===== src/rtl/bin2bcd_pkg.sv =====
`default_nettype none
// ============================================================================
// Module      : bin2bcd_pkg
// Description : Shared types and constants for the sequential binary-to-BCD
//               converter: FSM state type, double-dabble correction
//               constants and the digit-count legality helper.
// Revision    : 1.0 - initial release
// ============================================================================
package bin2bcd_pkg;

  typedef enum logic [0:0] {
    IDLE  = 1'b0,
    SHIFT = 1'b1
  } b2b_state_t;

  // A BCD nibble of 5 or more would carry past 9 once doubled, so it is
  // pre-corrected by +3 before the shift.
  localparam logic [3:0] ADJ_THRESH = 4'd5;
  localparam logic [3:0] ADJ_ADD    = 4'd3;

  // Smallest number of decimal digits able to hold 2**width-1.
  function automatic int min_digits(input int width);
    longint max_val;
    longint pow10;
    int     d;
    max_val = (longint'(1) << width) - 1;
    pow10   = 1;
    d       = 0;
    while (pow10 <= max_val) begin
      pow10 = pow10 * 10;
      d     = d + 1;
    end
    if (d == 0) begin
      d = 1;
    end
    return d;
  endfunction

endpackage : bin2bcd_pkg
`default_nettype wire


===== src/rtl/bcd_digit_adj.sv =====
`default_nettype none
// ============================================================================
// Module      : bcd_digit_adj
// Description : Combinational double-dabble correction for one BCD nibble:
//               adds 3 when the nibble is 5 or more, otherwise passes it on.
//               The sum wraps inside 4 bits; legal BCD inputs never overflow.
// Ports       : i_nibble [3:0]  nibble before correction
//               o_nibble [3:0]  nibble after correction
// Revision    : 1.0 - initial release
// ============================================================================
module bcd_digit_adj
  import bin2bcd_pkg::*;
(
  input  logic [3:0] i_nibble,
  output logic [3:0] o_nibble
);

  always_comb begin
    o_nibble = i_nibble;
    if (i_nibble >= ADJ_THRESH) begin
      o_nibble = i_nibble + ADJ_ADD;
    end
  end

endmodule : bcd_digit_adj
`default_nettype wire


===== src/rtl/bin2bcd_seq.sv =====
`default_nettype none
// ============================================================================
// Module      : bin2bcd_seq
// Description : Iterative double-dabble binary-to-BCD converter. One shift
//               per clock; a conversion takes WIDTH cycles after the start
//               is accepted. Start/busy/valid handshake, registered outputs.
// Ports       : clk                 clock, rising edge
//               rst                 asynchronous reset, active low
//               start               conversion request, honoured when idle
//               bin   [WIDTH-1:0]   binary value, sampled on acceptance
//               busy                conversion in flight
//               valid               one-cycle pulse, bcd holds a new result
//               bcd   [4*DIGITS-1:0] packed BCD, digit 0 in [3:0]
// Revision    : 1.0 - initial release
// ============================================================================
module bin2bcd_seq
  import bin2bcd_pkg::*;
#(
  parameter int WIDTH  = 8,
  parameter int DIGITS = 3
) (
  input  logic                  clk,
  input  logic                  rst,
  input  logic                  start,
  input  logic [WIDTH-1:0]      bin,
  output logic                  busy,
  output logic                  valid,
  output logic [4*DIGITS-1:0]   bcd
);

  localparam int c_bcd_w = 4 * DIGITS;
  localparam int c_sr_w  = c_bcd_w + WIDTH;
  localparam int c_cnt_w = (WIDTH > 1) ? $clog2(WIDTH) : 1;

  // Too few digits would silently drop the top decimal digit of large inputs.
  if (DIGITS < min_digits(WIDTH)) begin : g_digits_check
    $error("bin2bcd_seq: DIGITS=%0d cannot represent 2**%0d-1", DIGITS, WIDTH);
  end

  b2b_state_t            state_q, state_d;
  logic [c_sr_w-1:0]     shreg_q, shreg_d;
  logic [c_cnt_w-1:0]    bitcnt_q, bitcnt_d;
  logic                  busy_q, busy_d;
  logic                  valid_q, valid_d;
  logic [c_bcd_w-1:0]    bcd_q, bcd_d;

  logic [c_sr_w-1:0]     w_adjusted;
  logic [c_sr_w-1:0]     w_shifted;
  logic                  w_unused_msb;

  // Binary part is untouched by the correction; only the BCD field adjusts.
  assign w_adjusted[WIDTH-1:0] = shreg_q[WIDTH-1:0];

  for (genvar i = 0; i < DIGITS; i++) begin : g_digit
    bcd_digit_adj u_adj (
      .i_nibble (shreg_q[WIDTH + 4*i +: 4]),
      .o_nibble (w_adjusted[WIDTH + 4*i +: 4])
    );
  end

  // The bit shifted out of the top is always zero when DIGITS is legal.
  assign w_shifted    = {w_adjusted[c_sr_w-2:0], 1'b0};
  assign w_unused_msb = w_adjusted[c_sr_w-1];

  always_comb begin
    state_d  = state_q;
    shreg_d  = shreg_q;
    bitcnt_d = bitcnt_q;
    busy_d   = busy_q;
    valid_d  = 1'b0;
    bcd_d    = bcd_q;
    case (state_q)
      IDLE: begin
        if (start) begin
          shreg_d  = {{c_bcd_w{1'b0}}, bin};
          bitcnt_d = c_cnt_w'(WIDTH - 1);
          busy_d   = 1'b1;
          state_d  = SHIFT;
        end
      end
      SHIFT: begin
        shreg_d = w_shifted;
        if (bitcnt_q == '0) begin
          bcd_d   = w_shifted[c_sr_w-1 -: c_bcd_w];
          valid_d = 1'b1;
          busy_d  = 1'b0;
          state_d = IDLE;
        end else begin
          bitcnt_d = bitcnt_q - c_cnt_w'(1);
        end
      end
      default: begin
        state_d = IDLE;
        busy_d  = 1'b0;
      end
    endcase
  end

  always_ff @(posedge clk or negedge rst) begin
    if (!rst) begin
      state_q  <= IDLE;
      shreg_q  <= '0;
      bitcnt_q <= '0;
      busy_q   <= 1'b0;
      valid_q  <= 1'b0;
      bcd_q    <= '0;
    end else begin
      state_q  <= state_d;
      shreg_q  <= shreg_d;
      bitcnt_q <= bitcnt_d;
      busy_q   <= busy_d;
      valid_q  <= valid_d;
      bcd_q    <= bcd_d;
    end
  end

  assign busy  = busy_q;
  assign valid = valid_q;
  assign bcd   = bcd_q;

endmodule : bin2bcd_seq
`default_nettype wire


===== config.mk =====
export PLATFORM = sky130hd
export DESIGN_NAME = bin2bcd_seq
export DESIGN_NICKNAME = d
export VERILOG_FILES = /design/src/rtl/bin2bcd_pkg.sv /design/src/rtl/bcd_digit_adj.sv /design/src/rtl/bin2bcd_seq.sv
export SDC_FILE = /design/constraint.sdc
export NUM_CORES = 1
export LEC_CHECK = 0
export ABC_AREA = 1
export CORE_ASPECT_RATIO = 1.5
export CORE_MARGIN = 2
export CORE_UTILIZATION = 50
export DETAILED_ROUTE_END_ITERATION = 12
export DONT_BUFFER_PORTS = 1
export GPL_TIMING_DRIVEN = 0
export SYNTH_ARGS = -nofsm -noshare
export SYNTH_HDL_FRONTEND = slang
export SYNTH_SLANG_ARGS = --single-unit

===== constraint.sdc =====
create_clock -name clk -period 4 [get_ports clk]
set_clock_uncertainty 0.2 [all_clocks]
set_input_delay 0.6 -clock clk [delete_from_list [all_inputs] [get_ports clk]]
set_output_delay 0.6 -clock clk [all_outputs]
set_load 0.02 [all_outputs]

After elaboration in Yosys (flattened, before gate mapping):

Cells that the tools add are included.

* register bits after elaboration: 38
* bits of input ports: 11
* output and inout bits: 14
* logic and storage cells: 37

* add/sub/neg operators: 4
* $lt $le $gt $ge: 3
* equal/unequal tests: 3
* multiplexer cells: 16
* bitwise operators: 1
* reduce and logical (&&, ||, !) cells: 4

Operators by type and width (number)
* 20-bit case mux with 2 select lines: 1
* 20-bit two-way mux: 1
* 4-bit by 3-bit >= comparator with 1-bit output, second input constant: 3
* 3-bit two-way mux: 3
* 4-bit by 2-bit adder with 4-bit output, second input constant: 2
* 4-bit two-way mux: 2
* 1-bit two-way mux: 6
* 3-bit case mux with 2 select lines: 1
* 2-bit AND reduction: 3
* 2-bit != test, second input constant: 2
* 1-bit case mux with 2 select lines: 2
* 3-bit by 2-bit adder with 3-bit output, second input constant: 1
* 3-bit logical NOT: 1
* 3-bit by 1-bit subtractor with 3-bit output, second input constant: 1
* 2-bit by 1-bit != test with 1-bit output, second input constant: 1
* 1-bit inverter: 1

Logic depth before layout (Yosys ltp):

Gate-level depths: netlist of the first run.

* depth after elaboration: 3
* mapped depth: 9

By module:

Synthesis of the first run repeated with hierarchy kept, for this count alone.

* cells, all modules: 233
* area, all modules: 2025.7 um2

Modules (own cells, without submodules)
* bin2bcd_seq: instances 1, cells each 164, area an instance 1620.3 um2, seq. area each 950.9 um2
* bcd_digit_adj: instances 3, cells each 23, area an instance 135.1 um2, seq. area each 0.0 um2

Worst setup path after synthesis of the first run:

No wires, ideal clock.

* path type: flip-flop to flip-flop
* start: register bitcnt_q[0]
* end: register bitcnt_q[1]
* arrival time: 1.157 ns
* data required time: 3.727 ns
* setup slack: 2.570 ns
* stages on the path, launching flop included: 8
* path buffers: 1
* clock period less this slack: 1.430 ns
* cells stage by stage: dfrtp_1 -> inv_1 -> ha_1 -> nand2_4 -> nor2_4 -> buf_6 -> nor2_4 -> a21oi_2

* word-level cells in the longest chain between the ends: 3
* elaborated cells on any way between the ends: 6

RTL lines
* from (decl): RTL line bin2bcd_seq.sv:42 `logic [c_cnt_w-1:0] bitcnt_q, bitcnt_d;`
* from (signal assigned): RTL line bin2bcd_seq.sv:110 `bitcnt_q <= bitcnt_d;`
* 3-bit by 1-bit subtractor with 3-bit output or 3-bit logical NOT (tied branches): RTL line bin2bcd_seq.sv:89, bin2bcd_seq.sv:83
* 3-bit two-way mux or 2-bit != test (tied branches)
* 3-bit case mux with 2 select lines or 2-bit AND reduction (tied branches)

Several ways; a longest one is shown, not always the timed one. The select of a mux whose other input is x is not followed.
A chain may end at the register's enable or synchronous reset.

Worst setup path after layout of the first run:

* start: register shreg_q[12]
* end: register bcd_q[6] (netlist: bcd[6])

* word-level cells in the longest chain between the ends: 2
* elaborated cells on any way between the ends: 3

RTL lines
* from (decl): RTL line bin2bcd_seq.sv:41 `logic [c_sr_w-1:0] shreg_q, shreg_d;`
* from (signal assigned): RTL line bin2bcd_seq.sv:109 `shreg_q <= shreg_d;`
* 4-bit by 2-bit adder with 4-bit output or 4-bit by 3-bit >= comparator with 1-bit output (tied branches): RTL line bcd_digit_adj.sv:21, bcd_digit_adj.sv:20
* 4-bit two-way mux *: RTL line bcd_digit_adj.sv:20 `if (i_nibble >= ADJ_THRESH) begin`
* to (signal assigned): RTL line bin2bcd_seq.sv:106 `bcd_q <= '0;`
* to (signal assigned): RTL line bin2bcd_seq.sv:113 `bcd_q <= bcd_d;`
* to (decl): RTL line bin2bcd_seq.sv:45 `logic [c_bcd_w-1:0] bcd_q, bcd_d;`

Every way passes the cells marked *; elsewhere a longest branch is shown, timed or not.

==> results of run 1 <==
-- cells in the mapped netlist --
| cell | instances | area [sq um] |
|---|---|---|
| inv_2 | 2 | 7.51 |
| inv_1 | 20 | 75.1 |
| o211ai_1 | 2 | 15.0 |
| nand2_1 | 80 | 300 |
| nand3_1 | 29 | 145 |
| nor2_4 | 3 | 33.8 |
| o21ai_2 | 1 | 8.76 |
| nand3_4 | 1 | 17.5 |
| nand2_4 | 1 | 11.3 |
| nor2_1 | 3 | 11.3 |
| buf_2 | 1 | 5.00 |
| nand4_1 | 4 | 25.0 |
| o21ai_0 | 13 | 65.1 |
| dfrtp_1 | 38 | 951 |
| a21oi_2 | 1 | 8.76 |
| nor2_2 | 1 | 6.26 |
| buf_6 | 3 | 33.8 |
| buf_4 | 1 | 7.51 |
| o22ai_1 | 3 | 18.8 |
| ha_1 | 8 | 100 |
-- layout make-up --
type,count,area share (%)
Sequential cell,38,47.0
Multi-Input combinational cell,150,37.9
Timing Repair Buffer,2,1.49
Inverter,22,4.08
Tap cell,43,2.66
Clock inverter,1,0.248
Buffer,5,2.29
Clock buffer,7,4.27
-- per-layer routing --
metal	vias to the layer above	GRT usage, %
li1	709	-
met1	695	24.2
met2	31	35.6
met3	4	5.70
met4	0	9.23
met5	-	0
-- power by group --
| part | switching (mW) | internal (mW) |
|---|---|---|
| logic | 0.495 | 0.284 |
| clock network | 0.130 | 0.139 |
| registers | 0.197 | 0.566 |
-- per-stage QoR --
step / utilization [%] / power, mW
after floorplan: - / 1.36
after global placement: 52.6 / 1.50
after detailed placement: 52.6 / 1.54
after CTS: 55.9 / 1.83
after global routing: 55.9 / 1.99
final: 55.9 / 1.81
-- repair_timing --
item / 4_1_cts / 5_1_grt
endpoints found under the setup margin: 0 / 0
endpoints found under the hold margin: 38 / 0
hold buffers: 2 / 0
resized for setup: 0 / 0
-- kinds of logic after synthesis --
group	Yosys count
AND/OR/NAND/NOR	122
buffers and inverters	27
flip-flops	38
AO/OA/AOI/OAI	20
adder cells (fa/ha/maj)	8
-- worst max-delay path, delay by kind of cell (launching register included) --
kind | cells | cell delay (ps)
buffers and inverters | 2 | 160
adders and majority gates | 1 | 220
and+or+nand+nor | 5 | 490
DFF | 1 | 430
-- worst paths after layout --
check                      slack [ps]  depth (start not counted)          end         from
setup / recovery                 2390                          8       bcd[6]  shreg_q[12]
hold / removal                    240                          2   shreg_q[4]       bin[4]
setup reg to reg                 2390                          8       bcd[6]  shreg_q[12]
hold reg to reg                   290                          2  shreg_q[17]  shreg_q[17]
max in group asynchronous        2840                          2   shreg_q[4]          rst
min in group asynchronous         580                          2  shreg_q[13]          rst
-- state kept, by name, indices dropped and copies added (netlist names) --
| register | cells |
|---|---|
| bitcnt_q | 3 |
| bcd | 12 |
| busy | 1 |
| valid | 1 |
| shreg_q | 20 |
| state_q | 1 |
==> flow_summary.json, run 1 <==
{
  "critPathMaxFanout": 5,
  "whs_ps": 238,
  "fill_cells": 325,
  "via_per_inst": 5.37,
  "slowest_delay_ps": 430,
  "worstMarginPinSlew_ps": 415,
  "placed_cells": 258,
  "ant_nets": 0,
  "layout_common_cells": "nand2_1 (80), dfrtp_1 (38), nand3_1 (29)",
  "synthXorXnorAreaFrac_pct": 0,
  "setup_tns_ps": 0,
  "grt_max_degree": 39,
  "grt_pass1_vias": 1439,
  "routedWlPerCell_microns": 13.8,
  "place_ws_ps": 2400,
  "ys_seq_elements": 38,
  "drcViolationCount": 0,
  "cp.arrival_ps": 1590,
  "wl_met1_microns": 1520,
  "overflow": 0,
  "top_layer_used": "met4",
  "fin_crit_ps": 1610,
  "start_util_pct": 51.1,
  "max_slew_margin_pct": 72.0,
  "die_w_microns": 53.6,
  "fmax_ghz": 0.622,
  "synth-simple-area-share_pct": 29.8,
  "die-height_microns": 78.4,
  "final-setup-viol-count": 0,
  "dpl.hpwl_microns": 2680,
  "final_area_sq_mm": 0.00202,
  "drive_gt1_share_pct": 10.2,
  "seq_area_frac_synth_pct": 51.5,
  "nets": 243,
  "finalWorstSetupSlack_ps": 2390,
  "antenna_found_initial": 0,
  "synth_compound_area_share_pct": 6.30,
  "irDropWorstVdd_mv": 0.453,
  "min_path_type": "input port to flip-flop",
  "grt_pass1_wl_microns": 6410,
  "cts_tree": "yes",
  "muxShareOfSynthArea_pct": 0,
  "antenna_cells": 0,
  "drt-total-wl_microns": 3700,
  "cellPowerDensity_mw_per_mm2": 895,
  "portBuffers": 0,
  "wl_met3_microns": 149,
  "worstSetupEndpointType": "flip-flop",
  "critPathLaunchType": "flip-flop",
  "wl_met2_microns": 1980,
  "regArea_sq_um": 951,
  "vias": 1439,
  "htree_levels": 2,
  "dr.pass1.iters": 4,
  "placement_rows": 27,
  "finalHoldViolCount": 0,
  "cts_setup_buffers": 0,
  "crit_path_cell_trace": "inv_1 -> ha_1 -> inv_1 -> nand2_1 -> nand3_1 -> nand2_1 -> nand3_1 -> nand2_1",
  "area_delta_synth_final_pct": 9.49,
  "cts_buffers": 5,
  "leakagePower_nw": 1.03,
  "synth_area_sq_mm": 0.00185,
  "yosysUniqueCellTypes": 20,
  "grtUsageTotal_pct": 21.1,
  "crit_slowest_cell": "dfrtp_1",
  "outcome": "finished clean",
  "cap_violations": 0,
  "io_pins": 25,
  "synth_fa_ha_area_share_pct": 5.42,
  "syn_nets": 234,
  "clk_latency_ps": 290,
  "die_area_sq_mm": 0.00421,
  "mostFrequentLayoutCell": "nand2_1",
  "clkTransAtPathRegs_ps": 70,
  "worstPathRequired_ps": 3980,
  "place_congestion": 0.888,
  "final_max_slew_viol_count": 0,
  "synth_top_family_by_area": "simple AND/OR/NAND/NOR gates",
  "ys_warn_count": 0,
  "cts-root-buf": "clkbuf_8",
  "drt-initial-drc-count": 53,
  "fp.coreArea_sq_mm": 0.00361,
  "multiInputGateArea_sq_um": 767,
  "critical_path.most_common_cell": "nand2_1",
  "clock_sinks": 38,
  "syn_inst": 215,
  "final_cells": 268,
  "rsz0062_at_grt": "false",
  "syn_area_per_cell_sq_um": 8.59,
  "dpl-instance-area_sq_mm": 0.00190,
  "finalCritPeriodShare_pct": 40.2,
  "worst-setup-path-type": "flip-flop to flip-flop",
  "clock_tree.buffer_depth": 2
}
Note: power is estimated with default switching activity, not from simulation.
==> run 2: changes to the inputs <==
==> constraint.sdc (replaced) <==
create_clock -name clk -period 1.48 [get_ports clk]
set_clock_uncertainty 0.2 [all_clocks]
set_input_delay 0.222 -clock clk [delete_from_list [all_inputs] [get_ports clk]]
set_output_delay 0.222 -clock clk [all_outputs]
set_load 0.02 [all_outputs]
==> run 2 against run 1 <==
Largest power group unchanged. Total power grew to 3.2 times the previous value. Worst hold slack worse by 51 ps. Via count is 7.9% higher. Maximum frequency is 10% higher. Sequential power grew to 2.8 times the previous value. Clock-buffer cell count stayed put. Final area is 18% higher. Global-route usage is 0.65 points higher. Largest cell class unchanged.
==> flow_summary.json, run 2 (same netlist as run 1, synthesis figures left out) <==
{
  "crit_buf_inv": 2,
  "cts_tree": "yes",
  "clkTransAtPathRegs_ps": 80,
  "antenna_cells": 0,
  "start_util_pct": 51.1,
  "r2r-end": "bcd[5]",
  "fin_crit_ps": 1460,
  "crit_family": "flip-flops",
  "critPathMaxFanout": 4,
  "routedWlPerCell_microns": 14.9,
  "cp-endpoint": "bcd[5]",
  "worst-setup-path-type": "flip-flop to flip-flop",
  "finalCritPeriodShare_pct": 98.7,
  "grt_pass1_vias": 1499,
  "cts-root-buf": "clkbuf_8",
  "worstSetupEndpointType": "flip-flop",
  "dpl.hpwl_microns": 2680,
  "die-height_microns": 78.4,
  "antenna_found_initial": 0,
  "cts_buffers": 5,
  "drive_gt1_share_pct": 29.7,
  "fp.coreArea_sq_mm": 0.00361,
  "largest_reg_flops": 20,
  "irDropWorstVdd_mv": 1.53,
  "cp.arrival_ps": 1450,
  "htree_levels": 2,
  "cap_violations": 0,
  "rsz0062_at_grt": "true",
  "totalPowerFinal_mw": 5.80,
  "r2r_slack_ps": 20,
  "layout_common_cells": "nand2_1 (67), dfrtp_1 (38), nand3_1 (21)",
  "grtUsageTotal_pct": 21.8,
  "die_w_microns": 53.6,
  "overflow": 0,
  "final-setup-viol-count": 0,
  "finalHoldViolCount": 0,
  "clock_sinks": 38,
  "cellPowerDensity_mw_per_mm2": 2440,
  "mostFrequentLayoutCell": "nand2_1",
  "drcViolationCount": 0,
  "r2r_start": "shreg_q[13]",
  "outcome": "finished clean",
  "min_path_type": "input port to async pin",
  "fmax_ghz": 0.685,
  "crit_path_cell_trace": "inv_2 -> ha_2 -> inv_2 -> nand2_4 -> nand4_1 -> nand3_1 -> nand2_1",
  "max_slew_margin_pct": 78.8,
  "clock_tree.buffer_depth": 2,
  "area_delta_synth_final_pct": 28.9,
  "critical_path.most_common_cell": "inv_2",
  "io_pins": 25,
  "placement_rows": 27,
  "top_register": "shreg_q",
  "drt-total-wl_microns": 4310,
  "portBuffers": 0,
  "vias": 1553,
  "leakagePower_nw": 1.18,
  "drt-initial-drc-count": 44,
  "final_cells": 289,
  "grt_pass1_wl_microns": 6650,
  "final_max_slew_viol_count": 0,
  "cp.depth": 7,
  "slowest_delay_ps": 410,
  "place_congestion": 0.888,
  "cp-startpoint": "shreg_q[13]",
  "dr.pass1.iters": 4,
  "worstMarginPinSlew_ps": 318,
  "placed_cells": 258,
  "clk_latency_ps": 290,
  "nets": 264,
  "ff2ff_path_depth": 7,
  "die_area_sq_mm": 0.00421,
  "grt_max_degree": 39,
  "critPathLaunchType": "flip-flop",
  "crit_slowest_cell": "dfrtp_1",
  "whs_ps": 187,
  "via_per_inst": 5.37,
  "worstPathRequired_ps": 1470,
  "ant_nets": 0
}
-- run 2: cell count changes in the layout (fill, tap and decap cells not counted), moves of 8 or more --
cell           previous run  this run
buf_4                     1        11
dlygate4sd3_1             1        10
inv_1                    20        10
inv_2                     2        11
nand2_1                  80        67
nand3_1                  29        21
-- run 2: how the worst min path moves through the flow --
stage               depth (start not counted)     endpoint  from  slack [ps]
global route                                2       bcd[6]   rst         200
floorplan                                   0       bcd[0]   rst        -270
global placement                            0      bcd[10]   rst        -270
detailed placement                          0      bcd[10]   rst        -270
finish                                      2  shreg_q[13]   rst         190
CTS                                         2  shreg_q[13]   rst         190
-- run 2: what timing repair did --
action | in CTS | in global routing
hold buffers | 11 | 0
resized for setup | 8 | 48
endpoints found under the setup margin | 22 | 27
pin swaps | 0 | 13
gates cloned | 0 | 0
setup buffers | 3 | 9
endpoints found under the hold margin | 48 | 0
-- run 2: layout make-up --
class                   count  area (sq um)
clock buffers               7          86.3
clock inverters             1          5.00
multi-input cells         150           936
flip-flops and latches     38           951
inverters                  22          85.1
well taps                  43          53.8
fillers                   295          1230
repair buffers             23           218
plain buffers               5          46.3
-- run 2: power by group --
group | total [mW] | internal, mW | switching, mW
Clock | 0.745 | 0.376 | 0.369
Combinational | 2.95 | 1.21 | 1.74
Sequential | 2.11 | 1.53 | 0.576
Total | 5.80 | 3.12 | 2.68
-- run 2: routing by layer --
metal,global-route usage (%),vias up,wire length [microns]
met4,9.74,0,102
met3,5.70,8,156
li1,-,747,-
met5,0,-,0
met1,25.0,757,1770
met2,36.5,41,2280
-- run 2: per-stage QoR --
step | utilization [%] | setup WS, ps | instance area [sq um] | setup TNS [ps]
2_1_floorplan | - | 50.4 | 1850 | 0
3_3_place_gp | 52.6 | -36.1 | 1900 | -284
3_5_place_dp | 52.6 | -115 | 1900 | -1230
4_1_cts | 59.7 | 2.01 | 2160 | 0
5_1_grt | 65.9 | -43.6 | 2380 | -196
6_report | 65.9 | 19.2 | 2380 | 0
-- run 2: worst reg2reg max path: stages (launching register included) --
cell and delay (ps):
dfrtp_1 410, inv_2 100, ha_2 200, inv_2 50, nand2_4 80, nand4_1 150
nand3_1 110, nand2_1 50
